$ cat src/rtl/video_pkg.sv
// Shared constants and types for the video layer arbiter.
package video_pkg;

  localparam int unsigned DEFAULT_NUM_LAYERS = 6;
  localparam logic [7:0]  DEFAULT_BG_COLOR   = 8'h00;

  localparam int unsigned LAYER_PLAYER  = 0;
  localparam int unsigned LAYER_PBULLET = 1;
  localparam int unsigned LAYER_ABULLET = 2;
  localparam int unsigned LAYER_ALIEN   = 3;
  localparam int unsigned LAYER_SHIELD  = 4;
  localparam int unsigned LAYER_SCORE   = 5;

  typedef enum logic [0:0] {
    S_WAIT  = 1'b0,
    S_ACCUM = 1'b1
  } arb_state_t;

endpackage

$ cat src/rtl/layer_priority_enc.sv
// Fixed-priority winner select (lowest index wins) plus multi-requester hit vector.
module layer_priority_enc
  import video_pkg::*;
#(
  parameter int unsigned NUM_LAYERS = DEFAULT_NUM_LAYERS
) (
  input  logic [NUM_LAYERS-1:0]            req,
  input  logic [NUM_LAYERS-1:0]            en,
  output logic [$clog2(NUM_LAYERS+1)-1:0]  index,
  output logic                             any,
  output logic [NUM_LAYERS-1:0]            multiHit
);

  localparam int unsigned IDX_W = $clog2(NUM_LAYERS + 1);

  logic [NUM_LAYERS-1:0] active;

  assign active = req & en;
  assign any    = |active;

  // Clearing the lowest set bit leaves something only when two or more requesters collide.
  assign multiHit = ((active & (active - NUM_LAYERS'(1))) != '0) ? active : '0;

  always_comb begin
    index = IDX_W'(NUM_LAYERS);
    for (int i = int'(NUM_LAYERS) - 1; i >= 0; i--) begin
      if (active[i]) index = IDX_W'(i);
    end
  end

endmodule

$ cat src/rtl/video_layer_arbiter.sv
// Per-pixel layer arbitration with per-frame collision reporting to game logic.
module video_layer_arbiter
  import video_pkg::*;
#(
  parameter int unsigned NUM_LAYERS = DEFAULT_NUM_LAYERS,
  parameter logic [7:0]  BG_COLOR   = DEFAULT_BG_COLOR
) (
  input  logic                             iVGA_CLK,
  input  logic                             iRST_n,
  input  logic                             startOfFrame,
  input  logic [NUM_LAYERS-1:0]            drawReq,
  input  logic [8*NUM_LAYERS-1:0]          layerRGB,
  input  logic [NUM_LAYERS-1:0]            layerEn,
  input  logic [7:0]                       bgRGB,
  input  logic                             collAck,
  output logic [7:0]                       bgr_data_8,
  output logic [$clog2(NUM_LAYERS+1)-1:0]  layerSel,
  output logic [NUM_LAYERS-1:0]            hitFlags,
  output logic                             collValid,
  output logic                             collOverrun,
  output logic [15:0]                      frameCount
);

  localparam int unsigned IDX_W = $clog2(NUM_LAYERS + 1);

  arb_state_t            state, stateNext;
  logic                  sofDly;
  logic                  sofP;
  logic [IDX_W-1:0]      winIdx;
  logic                  winAny;
  logic [NUM_LAYERS-1:0] multiHit;
  logic [7:0]            winColor;
  logic [NUM_LAYERS-1:0] hitAcc, hitAccNext, hitFlagsNext;
  logic                  collValidNext, collOverrunNext;

  layer_priority_enc #(.NUM_LAYERS(NUM_LAYERS)) u_enc (
    .req      (drawReq),
    .en       (layerEn),
    .index    (winIdx),
    .any      (winAny),
    .multiHit (multiHit)
  );

  assign sofP = startOfFrame & ~sofDly;

  always_comb begin
    winColor = bgRGB;
    for (int i = 0; i < int'(NUM_LAYERS); i++) begin
      if (winAny && (winIdx == IDX_W'(i))) winColor = layerRGB[8*i +: 8];
    end
  end

  // Next-state and collision-report bookkeeping.
  always_comb begin
    stateNext       = state;
    hitAccNext      = hitAcc;
    hitFlagsNext    = hitFlags;
    collValidNext   = collValid;
    collOverrunNext = collOverrun;
    case (state)
      S_WAIT: begin
        if (sofP) stateNext = S_ACCUM;
      end
      S_ACCUM: begin
        if (sofP) begin
          hitFlagsNext  = hitAcc | multiHit;
          hitAccNext    = '0;
          collValidNext = 1'b1;
          if (collValid && !collAck) collOverrunNext = 1'b1;
        end else begin
          hitAccNext = hitAcc | multiHit;
          if (collAck && collValid) begin
            collValidNext   = 1'b0;
            collOverrunNext = 1'b0;
          end
        end
      end
      default: stateNext = S_WAIT;
    endcase
  end

  always_ff @(posedge iVGA_CLK or negedge iRST_n) begin
    if (!iRST_n) begin
      state       <= S_WAIT;
      sofDly      <= 1'b1;
      bgr_data_8  <= BG_COLOR;
      layerSel    <= IDX_W'(NUM_LAYERS);
      hitAcc      <= '0;
      hitFlags    <= '0;
      collValid   <= 1'b0;
      collOverrun <= 1'b0;
      frameCount  <= 16'd0;
    end else begin
      state       <= stateNext;
      sofDly      <= startOfFrame;
      bgr_data_8  <= winColor;
      layerSel    <= winIdx;
      hitAcc      <= hitAccNext;
      hitFlags    <= hitFlagsNext;
      collValid   <= collValidNext;
      collOverrun <= collOverrunNext;
      if (sofP) frameCount <= frameCount + 16'd1;
    end
  end

endmodule
$ cat config.mk
export PLATFORM = sky130hd
export DESIGN_NAME = video_layer_arbiter
export DESIGN_NICKNAME = d
export VERILOG_FILES = /design/src/rtl/video_pkg.sv /design/src/rtl/layer_priority_enc.sv /design/src/rtl/video_layer_arbiter.sv
export SDC_FILE = /design/constraint.sdc
export NUM_CORES = 1
export LEC_CHECK = 0
export CAP_MARGIN = 10
export CORE_MARGIN = 1.5
export CORE_UTILIZATION = 62
export DETAILED_ROUTE_END_ITERATION = 8
export DONT_BUFFER_PORTS = 1
export PLACE_DENSITY = 0.78
export SLEW_MARGIN = 20
export SYNTH_ARGS = -nofsm -noshare
export SYNTH_HDL_FRONTEND = slang
export SYNTH_SLANG_ARGS = --single-unit
$ cat constraint.sdc
create_clock -name iVGA_CLK -period 2.1 [get_ports iVGA_CLK]
set_clock_uncertainty 0.15 [all_clocks]
set_input_delay 0.525 -clock iVGA_CLK [delete_from_list [all_inputs] [get_ports iVGA_CLK]]
set_output_delay 0.525 -clock iVGA_CLK [all_outputs]
set_load 0.02 [all_outputs]
==> results of run 1 <==
critical path, cell delays in order, from the launching register on:
cell and delay, ns:
dfrtp_1 0.54, nand4_1 0.18, nor3b_2 0.27, and3_1 0.28, nand4_1 0.14, xnor2_1 0.17
where the power goes:
part	switching (mW)	leakage, nW	total, mW	internal [mW]
Clock	0.258	0.0482	0.539	0.281
Sequential	0.200	0.533	1.16	0.957
Combinational	0.249	0.433	0.440	0.191
state kept, by name, summed over array words and instances (netlist names), 3 cells and up:
signal and flops:
hitFlags 6, frameCount 16, hitAcc 6, bgr_data_8 8, layerSel 3
timing repair:
| item | CTS | global route |
|---|---|---|
| endpoints found under the setup margin | 0 | 1 |
| hold buffers | 3 | 0 |
| gates resized for setup | 0 | 1 |
| hold endpoints to repair | 44 | 0 |
cell families after synthesis:
family | Yosys count | synth area share
flops | 43 | 0.4829
xor+xnor | 15 | 0.05876
mux | 1 | 0.005036
buf+inv | 13 | 0.03022
compound gates | 74 | 0.2345
simple gates | 88 | 0.1780
fa+ha+maj | 2 | 0.01063
metal layers:
metal / track usage / up-vias / share of wire
li1: - / 867 / -
met1: 0.3627 / 847 / 0.39
met2: 0.4973 / 112 / 0.49
met3: 0.07500 / 13 / 0.090
met4: 0.1056 / 0 / 0.026
met5: 0 / - / 0
synthesized netlist by cell type, types with 3 or more instances:
library cell | number | area, µm²
dfrtp_1 | 40 | 1001
nand2_1 | 33 | 123.9
nor2_1 | 28 | 105.1
a21oi_1 | 19 | 95.09
o21ai_0 | 16 | 80.08
xnor2_1 | 12 | 105.1
o22ai_1 | 8 | 50.05
a2111oi_2 | 7 | 105.1
a221oi_1 | 7 | 61.31
and2_1 | 7 | 43.79
clkbuf_1 | 6 | 22.52
nand3_1 | 6 | 30.03
a31oi_1 | 4 | 25.02
nand4_1 | 4 | 25.02
and3_1 | 3 | 18.77
buf_2 | 3 | 15.01
dfstp_2 | 3 | 78.83
xor2_1 | 3 | 26.28
cell type report:
cell class                 count  area [µm²]
clock buffer                   6       51.30
inverter                       2       7.507
tap                           46       57.56
sequential                    43        1080
fill                         275       964.7
clock inverter                 2       35.03
multi-input combinational    180        1094
timing repair buffer          11       100.1
worst max-delay path by stage:
stage	slack [ns]	cells after the start	start	to
finish	0.25	5	frameCount[1]$_DFFE_PN0P_	frameCount[11]$_DFFE_PN0P_
global route	0.11	5	frameCount[1]$_DFFE_PN0P_	frameCount[10]$_DFFE_PN0P_
CTS	0.16	5	frameCount[1]$_DFFE_PN0P_	frameCount[11]$_DFFE_PN0P_
detailed placement	0.13	5	drawReq[1]	bgr_data_8[3]$_DFF_PN0_
global placement	0.20	5	drawReq[1]	bgr_data_8[5]$_DFF_PN0_
floorplan	0.29	6	drawReq[2]	hitFlags[5]$_DFFE_PN0P_
through the flow:
stage / hold WS, ns / power (mW) / util
finish: 0.1883 / 2.137 / 0.7154
global route: 0.1548 / 2.260 / 0.7154
CTS: 0.1736 / 2.147 / 0.7139
detailed placement: 0.08032 / 1.590 / 0.6766
global placement: 0.08035 / 1.561 / 0.6766
floorplan: 0.07941 / 1.459 / -
==> impl_metrics.json, run 1 <==
{
  "cp_max_fo": 5,
  "reg2reg_from": "frameCount[1]$_DFFE_PN0P_",
  "worst_slack_ns": 0.2508,
  "clk_latency_ns": 0.35,
  "yosysWarningCount": 0,
  "synth_area_mm2": 0.002236,
  "fin_setup_tns_ns": 0,
  "diodes": 0,
  "initial_core_util": 0.6597,
  "finalCritPeriodShare": 0.8806,
  "synth_cells": 236,
  "drt_iter0_markers": 117,
  "routed_wl_um": 5334,
  "drtPass1Iterations": 4,
  "dp_hpwl_um": 4182,
  "worstSetupEndpointType": "register",
  "worst_pin_slew_ns": 0.5010,
  "syn_avg_cell_area_um2": 9.474,
  "grt_pass1_wl_um": 9128,
  "final_cell_mix": "dfrtp_1, nand2_1, nor2_1, a21oi_1, o21ai_0",
  "drc": 0,
  "rsz0062_at_grt": "false",
  "layout_commonest_cell": "dfrtp_1",
  "die_area_mm2": 0.003975,
  "async_flop_share": 1.000,
  "synthesis.nets": 309,
  "root_buffer": "clkbuf_4",
  "slew_headroom": 0.6660,
  "htreeDepth": 2,
  "grt_max_degree": 44,
  "pre_cts_ws_ns": 0.1319,
  "core_area_mm2": 0.003390,
  "path_clk_slew_ns": 0.12,
  "yosysSeqAreaShare": 0.4829,
  "nets": 316,
  "power.leakage_nw": 1.015,
  "synth_ff_type": "dfrtp_1",
  "placed_area_mm2": 0.002293,
  "synth_edf_count": 0,
  "post-place-cells": 279,
  "finalMaxSlewViolations": 0,
  "cp-start-kind": "register",
  "outcome": "finished, final reports clean",
  "ir_worst_vdd_v": 0.0005279,
  "holdPathStages": 2,
  "rows": 21,
  "overflow": 0,
  "antenna_found_initial": 0,
  "hp-class": "input port to register",
  "cp.required_ns": 2.18,
  "cts_buffers": 5,
  "hold_start": "layerRGB[37]",
  "hold_viol_final": 0,
  "max_freq_ghz": 0.5408,
  "ys_types": 41,
  "setup_viol": 0,
  "post-cts-setup-buffer-count": 0,
  "reg2reg_slack_ns": 0.25,
  "stdcell_count": 290,
  "critPathArrivalTime_ns": 1.93,
  "vias": 1839,
  "io_pins": 107,
  "drt-vias-per-instance": 6.341,
  "gp_congestion": 0.9373,
  "synth_seq_cells": 43,
  "detail_route.wl_per_cell_um": 18.39,
  "die_x_um": 63.05,
  "drive_gt1_frac": 0.1475,
  "grt_pass1_vias": 1984,
  "cts_tree": "done",
  "r2r-end": "frameCount[11]$_DFFE_PN0P_",
  "fin_area_mm2": 0.002425,
  "cts.sinks": 43,
  "whs_endpoint": "bgr_data_8[5]$_DFF_PN0_",
  "drv_cap": 0,
  "period_needed_ns": 1.849,
  "syn2layout_area_growth_pct": 8.450,
  "powerDensity_mw_per_mm2": 881.2,
  "portBuffers": 0,
  "cts_buffer_depth": 2,
  "drtAntennaViolNets": 0,
  "critPathKind": "register to register",
  "fp.dieH_um": 63.05,
  "reg2regPathDepth": 5,
  "groute.usage.overall": 0.2933
}
Note: power is estimated with default switching activity, not from simulation.
==> run 2: changes to the inputs <==
- CAP_MARGIN: 10 -> 20
- PLACE_DENSITY: 0.78 -> 0.89
==> run 2 against run 1 <==
- sequential cell count did not move
- cell count rose by 1.4%
- final area rose by 1.0%
- routed wire length fell by 3.1%
- total power rose by 0.33%
- combinational power barely moved
- critical path depth did not move
- non-clock buffer count rose by 4
- via count rose by 1.1%
- worst setup slack got worse by 0.012 ns
- register-to-register slack barely moved
==> impl_metrics.json, run 2 (synthesized netlist as in run 1, its figures left out) <==
{
  "grt_max_degree": 44,
  "initial_core_util": 0.6597,
  "top_register": "frameCount",
  "powerDensity_mw_per_mm2": 875.0,
  "cp_max_fo": 5,
  "drv_cap": 0,
  "syn2layout_area_growth_pct": 9.569,
  "top_regs": "frameCount: 16 flops, bgr_data_8: 8 flops",
  "largest_register_ff_count": 16,
  "fp.dieH_um": 63.05,
  "grt_pass1_vias": 1750,
  "finalMaxSlewViolations": 0,
  "outcome": "finished, final reports clean",
  "root_buffer": "clkbuf_4",
  "slew_headroom": 0.6664,
  "routed_wl_um": 5169,
  "antenna_found_initial": 0,
  "hold_viol_final": 0,
  "io_pins": 107,
  "core_area_mm2": 0.003390,
  "cts.sinks": 43,
  "hp-class": "input port to register",
  "rows": 21,
  "die_area_mm2": 0.003975,
  "detail_route.wl_per_cell_um": 17.58,
  "fill_cells": 247,
  "holdWs_ns": 0.1742,
  "fin_setup_tns_ns": 0,
  "diodes": 0,
  "setup_viol": 0,
  "final_cell_mix": "dfrtp_1, nand2_1, nor2_1, a21oi_1, o21ai_0",
  "worst_pin_slew_ns": 0.5004,
  "groute.usage.overall": 0.2625,
  "nets": 320,
  "grt_pass1_wl_um": 8355,
  "clk_latency_ns": 0.35,
  "gp_congestion": 0.8568,
  "cp-start-kind": "register",
  "dp_hpwl_um": 3999,
  "cts_resized": 0,
  "path_clk_slew_ns": 0.12,
  "max_freq_ghz": 0.5373,
  "portBuffers": 0,
  "ir_worst_vdd_v": 0.0005730,
  "rsz0062_at_grt": "false",
  "overflow": 0,
  "post-cts-setup-buffer-count": 0,
  "critPathKind": "register to register",
  "drt-vias-per-instance": 6.323,
  "critPathArrivalTime_ns": 1.95,
  "drt_iter0_markers": 79,
  "drc": 0,
  "worst_slack_ns": 0.2388,
  "drive_gt1_frac": 0.1573,
  "cts_tree": "done",
  "htreeDepth": 2,
  "cp.required_ns": 2.19,
  "finalCritPeriodShare": 0.8863,
  "drtAntennaViolNets": 0,
  "vias": 1859,
  "cts_buffers": 5,
  "period_needed_ns": 1.861,
  "power.leakage_nw": 1.033,
  "cts_buffer_depth": 2,
  "worstSetupEndpointType": "register",
  "layout_commonest_cell": "dfrtp_1",
  "die_x_um": 63.05,
  "pre_cts_ws_ns": 0.1148,
  "drtPass1Iterations": 5
}
-- run 2: repair_timing --
item | 4_1_cts | 5_1_grt
setup endpoints to repair | 0 | 0
endpoints found under the hold margin | 43 | 1
hold buffers | 2 | 1
-- run 2: cell type report --
class / count / area (µm²) / area share
clock buffers: 6 / 51.30 / 0.02094
clock inverters: 2 / 35.03 / 0.01430
inverters: 2 / 7.507 / 0.003064
multi-input cells: 180 / 1089 / 0.4443
flip-flops and latches: 43 / 1080 / 0.4408
well taps: 46 / 57.56 / 0.02349
repair buffers: 15 / 130.1 / 0.05312
-- run 2: stage by stage --
| stage | power, mW | util | instance area (µm²) | instances |
|---|---|---|---|---|
| after floorplan | 1.459 | - | 2236 | 236 |
| after global placement | 1.574 | 0.6855 | 2323 | 283 |
| after detailed placement | 1.598 | 0.6855 | 2323 | 283 |
| after CTS | 2.159 | 0.7198 | 2440 | 293 |
| after global routing | 2.262 | 0.7228 | 2450 | 294 |
| final | 2.144 | 0.7228 | 2450 | 294 |
-- run 2: routing by layer --
| layer | vias up | share of wire | GRT usage |
|---|---|---|---|
| met2 | 89 | 0.50 | 0.4202 |
| met4 | 0 | 0.013 | 0.05833 |
| met3 | 8 | 0.085 | 0.09286 |
| li1 | 877 | - | - |
| met1 | 885 | 0.40 | 0.3440 |
| met5 | - | 0 | 0 |
-- run 2: final timing paths --
kind / to / slack [ns] / cells after the start / from
worst max-delay path: frameCount[11]$_DFFE_PN0P_ / 0.24 / 5 / frameCount[1]$_DFFE_PN0P_
worst min-delay path: bgr_data_8[6]$_DFF_PN0_ / 0.17 / 2 / layerRGB[46]
worst max register to register: frameCount[11]$_DFFE_PN0P_ / 0.24 / 5 / frameCount[1]$_DFFE_PN0P_
worst min register to register: hitAcc[2]$_DFFE_PN0P_ / 0.36 / 2 / hitAcc[2]$_DFFE_PN0P_
max in group asynchronous: layerSel[1]$_DFF_PN1_ / 1.06 / 2 / iRST_n
min in group asynchronous: frameCount[6]$_DFFE_PN0P_ / 0.48 / 2 / iRST_n
-- run 2: where the power goes --
| group | internal (mW) | total, mW | switching (mW) |
|---|---|---|---|
| logic | 0.197 | 0.443 | 0.246 |
| clock network | 0.281 | 0.538 | 0.256 |
| registers | 0.957 | 1.16 | 0.206 |
-- run 2: worst max-delay path: stages, from the launching register on --
cell	delay, ns
dfrtp_1	0.55
nand4_1	0.15
nor3b_1	0.30
and3_1	0.29
nand4_1	0.14
xnor2_1	0.16
==> run 3: changes to the inputs <==
- CORE_ASPECT_RATIO: unset -> 1.1
- CORE_UTILIZATION: 62 -> 30
- PLACE_DENSITY: 0.89 -> 0.55
==> run 3 against run 2 <==
- die area increased by 100%
- clock power is 43% higher
- critical path type unchanged
- the run now ends with design-rule violations left
- fmax increased by 4.9%
==> impl_metrics.json, run 3 (synthesized netlist as in run 1, its figures left out) <==
{
  "drtPass1Iterations": 8,
  "setup_viol": 0,
  "drc": 3,
  "drv_cap": 0,
  "ctsHoldBuffers": 2,
  "cts_buffer_depth": 2,
  "max_freq_ghz": 0.5638,
  "drive_gt1_frac": 0.1510,
  "cts_buffers": 5,
  "grt_max_degree": 44,
  "htreeDepth": 2,
  "overflow": 0,
  "layout_commonest_cell": "dfrtp_1",
  "path_clk_slew_ns": 0.08,
  "finalCritPeriodShare": 0.8445,
  "cp-start-kind": "register",
  "critPathKind": "register to register",
  "rows": 32,
  "core_area_mm2": 0.007127,
  "detail_route.wl_per_cell_um": 17.30,
  "fill_cells": 737,
  "die_area_mm2": 0.007981,
  "io_pins": 107,
  "finish.utilization": 0.3552,
  "regArea_mm2": 0.001080,
  "clk_latency_ns": 0.30,
  "dp_hpwl_um": 4455,
  "grt_pass1_vias": 1773,
  "finalMaxSlewViolations": 0,
  "diodes": 0,
  "period_needed_ns": 1.774,
  "worst_slack_ns": 0.3265,
  "drt_iter0_markers": 47,
  "initial_core_util": 0.3137,
  "post-cts-setup-buffer-count": 0,
  "antenna_found_initial": 0,
  "fp.dieH_um": 93.55,
  "slew_headroom": 0.6655,
  "top_register": "frameCount",
  "outcome": "finished with violations",
  "cts_tree": "done",
  "routed_wl_um": 5710,
  "fin_setup_tns_ns": 0,
  "gp_congestion": 0.7930,
  "cp_max_fo": 4,
  "pre_cts_ws_ns": 0.1097,
  "die_x_um": 85.32,
  "grt_pass1_wl_um": 8880,
  "top_regs": "frameCount: 16 flops, bgr_data_8: 8 flops",
  "critPathArrivalTime_ns": 1.79,
  "cts.sinks": 43,
  "largest_register_ff_count": 16,
  "hold_viol_final": 0,
  "ir_worst_vdd_v": 0.0003081,
  "drt-vias-per-instance": 5.448,
  "syn2layout_area_growth_pct": 13.21,
  "cp.required_ns": 2.12,
  "hp-class": "input port to register",
  "vias": 1798,
  "groute.usage.overall": 0.1430,
  "cts_resized": 0,
  "worst_pin_slew_ns": 0.5017,
  "final_cell_mix": "dfrtp_1, nand2_1, nor2_1, a21oi_1, o21ai_0",
  "reg2reg_slack_ns": 0.33,
  "root_buffer": "clkbuf_8",
  "failed_checks": "design-rule violations",
  "portBuffers": 0,
  "drtAntennaViolNets": 0,
  "multi_input_area_mm2": 0.001089,
  "nets": 317,
  "worstSetupEndpointType": "register",
  "rsz0062_at_grt": "false",
  "powerDensity_mw_per_mm2": 940.0,
  "power.leakage_nw": 1.038
}
-- run 3: changes by cell type in the layout (fill, tap and decap cells not counted) --
cell,change
clkinv_2,-1
clkinvlp_4,+1
clkbuf_8,+4
buf_12,-1
clkbuf_4,-5
dlygate4sd3_1,-1
bufinv_16,+1
buf_4,-2
buf_16,+1
-- run 3: area by class of cell --
cell class	instances	share of cell area
inverters	2	0.002966
clock inverters	3	0.02669
repair buffers	12	0.04449
multi-input cells	180	0.4301
flip-flops and latches	43	0.4266
well taps	85	0.04202
clock buffers	5	0.02719
-- run 3: metal layers --
metal,part of all wire,global-route usage,vias to the layer above
met5,0,0,-
met4,0.0030,0.03629,0
met3,0.086,0.05207,2
met2,0.50,0.2526,89
met1,0.41,0.1636,833
li1,-,-,874
-- run 3: final timing paths --
path                                            from                         end  cells past startpoint
min in group asynchronous                     iRST_n   frameCount[2]$_DFFE_PN0P_                      2
max in group asynchronous                     iRST_n            sofDly$_DFF_PN1_                      2
min reg2reg                    hitAcc[2]$_DFFE_PN0P_       hitAcc[2]$_DFFE_PN0P_                      2
min                                     startOfFrame            sofDly$_DFF_PN1_                      0
max reg2reg                frameCount[0]$_DFFE_PN0P_  frameCount[11]$_DFFE_PN0P_                      5
max                        frameCount[0]$_DFFE_PN0P_  frameCount[11]$_DFFE_PN0P_                      5
-- run 3: critical path, stage by stage, from the launching register on --
cell,delay [ns]
dfrtp_1,0.41
nand4_1,0.12
nor3b_1,0.36
and3_1,0.32
nand4_1,0.14
xnor2_1,0.16
-- run 3: power by group --
part | internal (mW) | switching (mW)
combinational | 0.204 | 0.256
clock | 0.474 | 0.293
sequential | 0.958 | 0.194
-- run 3: through the flow --
stage               instance area [µm²]  instances  power (mW)  hold WS (ns)
CTS                                2531        330       2.415       0.05338
floorplan                          2236        236       1.459       0.07941
detailed placement                 2357        320       1.610       0.08046
finish                             2531        330       2.379       0.07383
global route                       2531        330       2.496       0.05221
global placement                   2357        320       1.598       0.08039
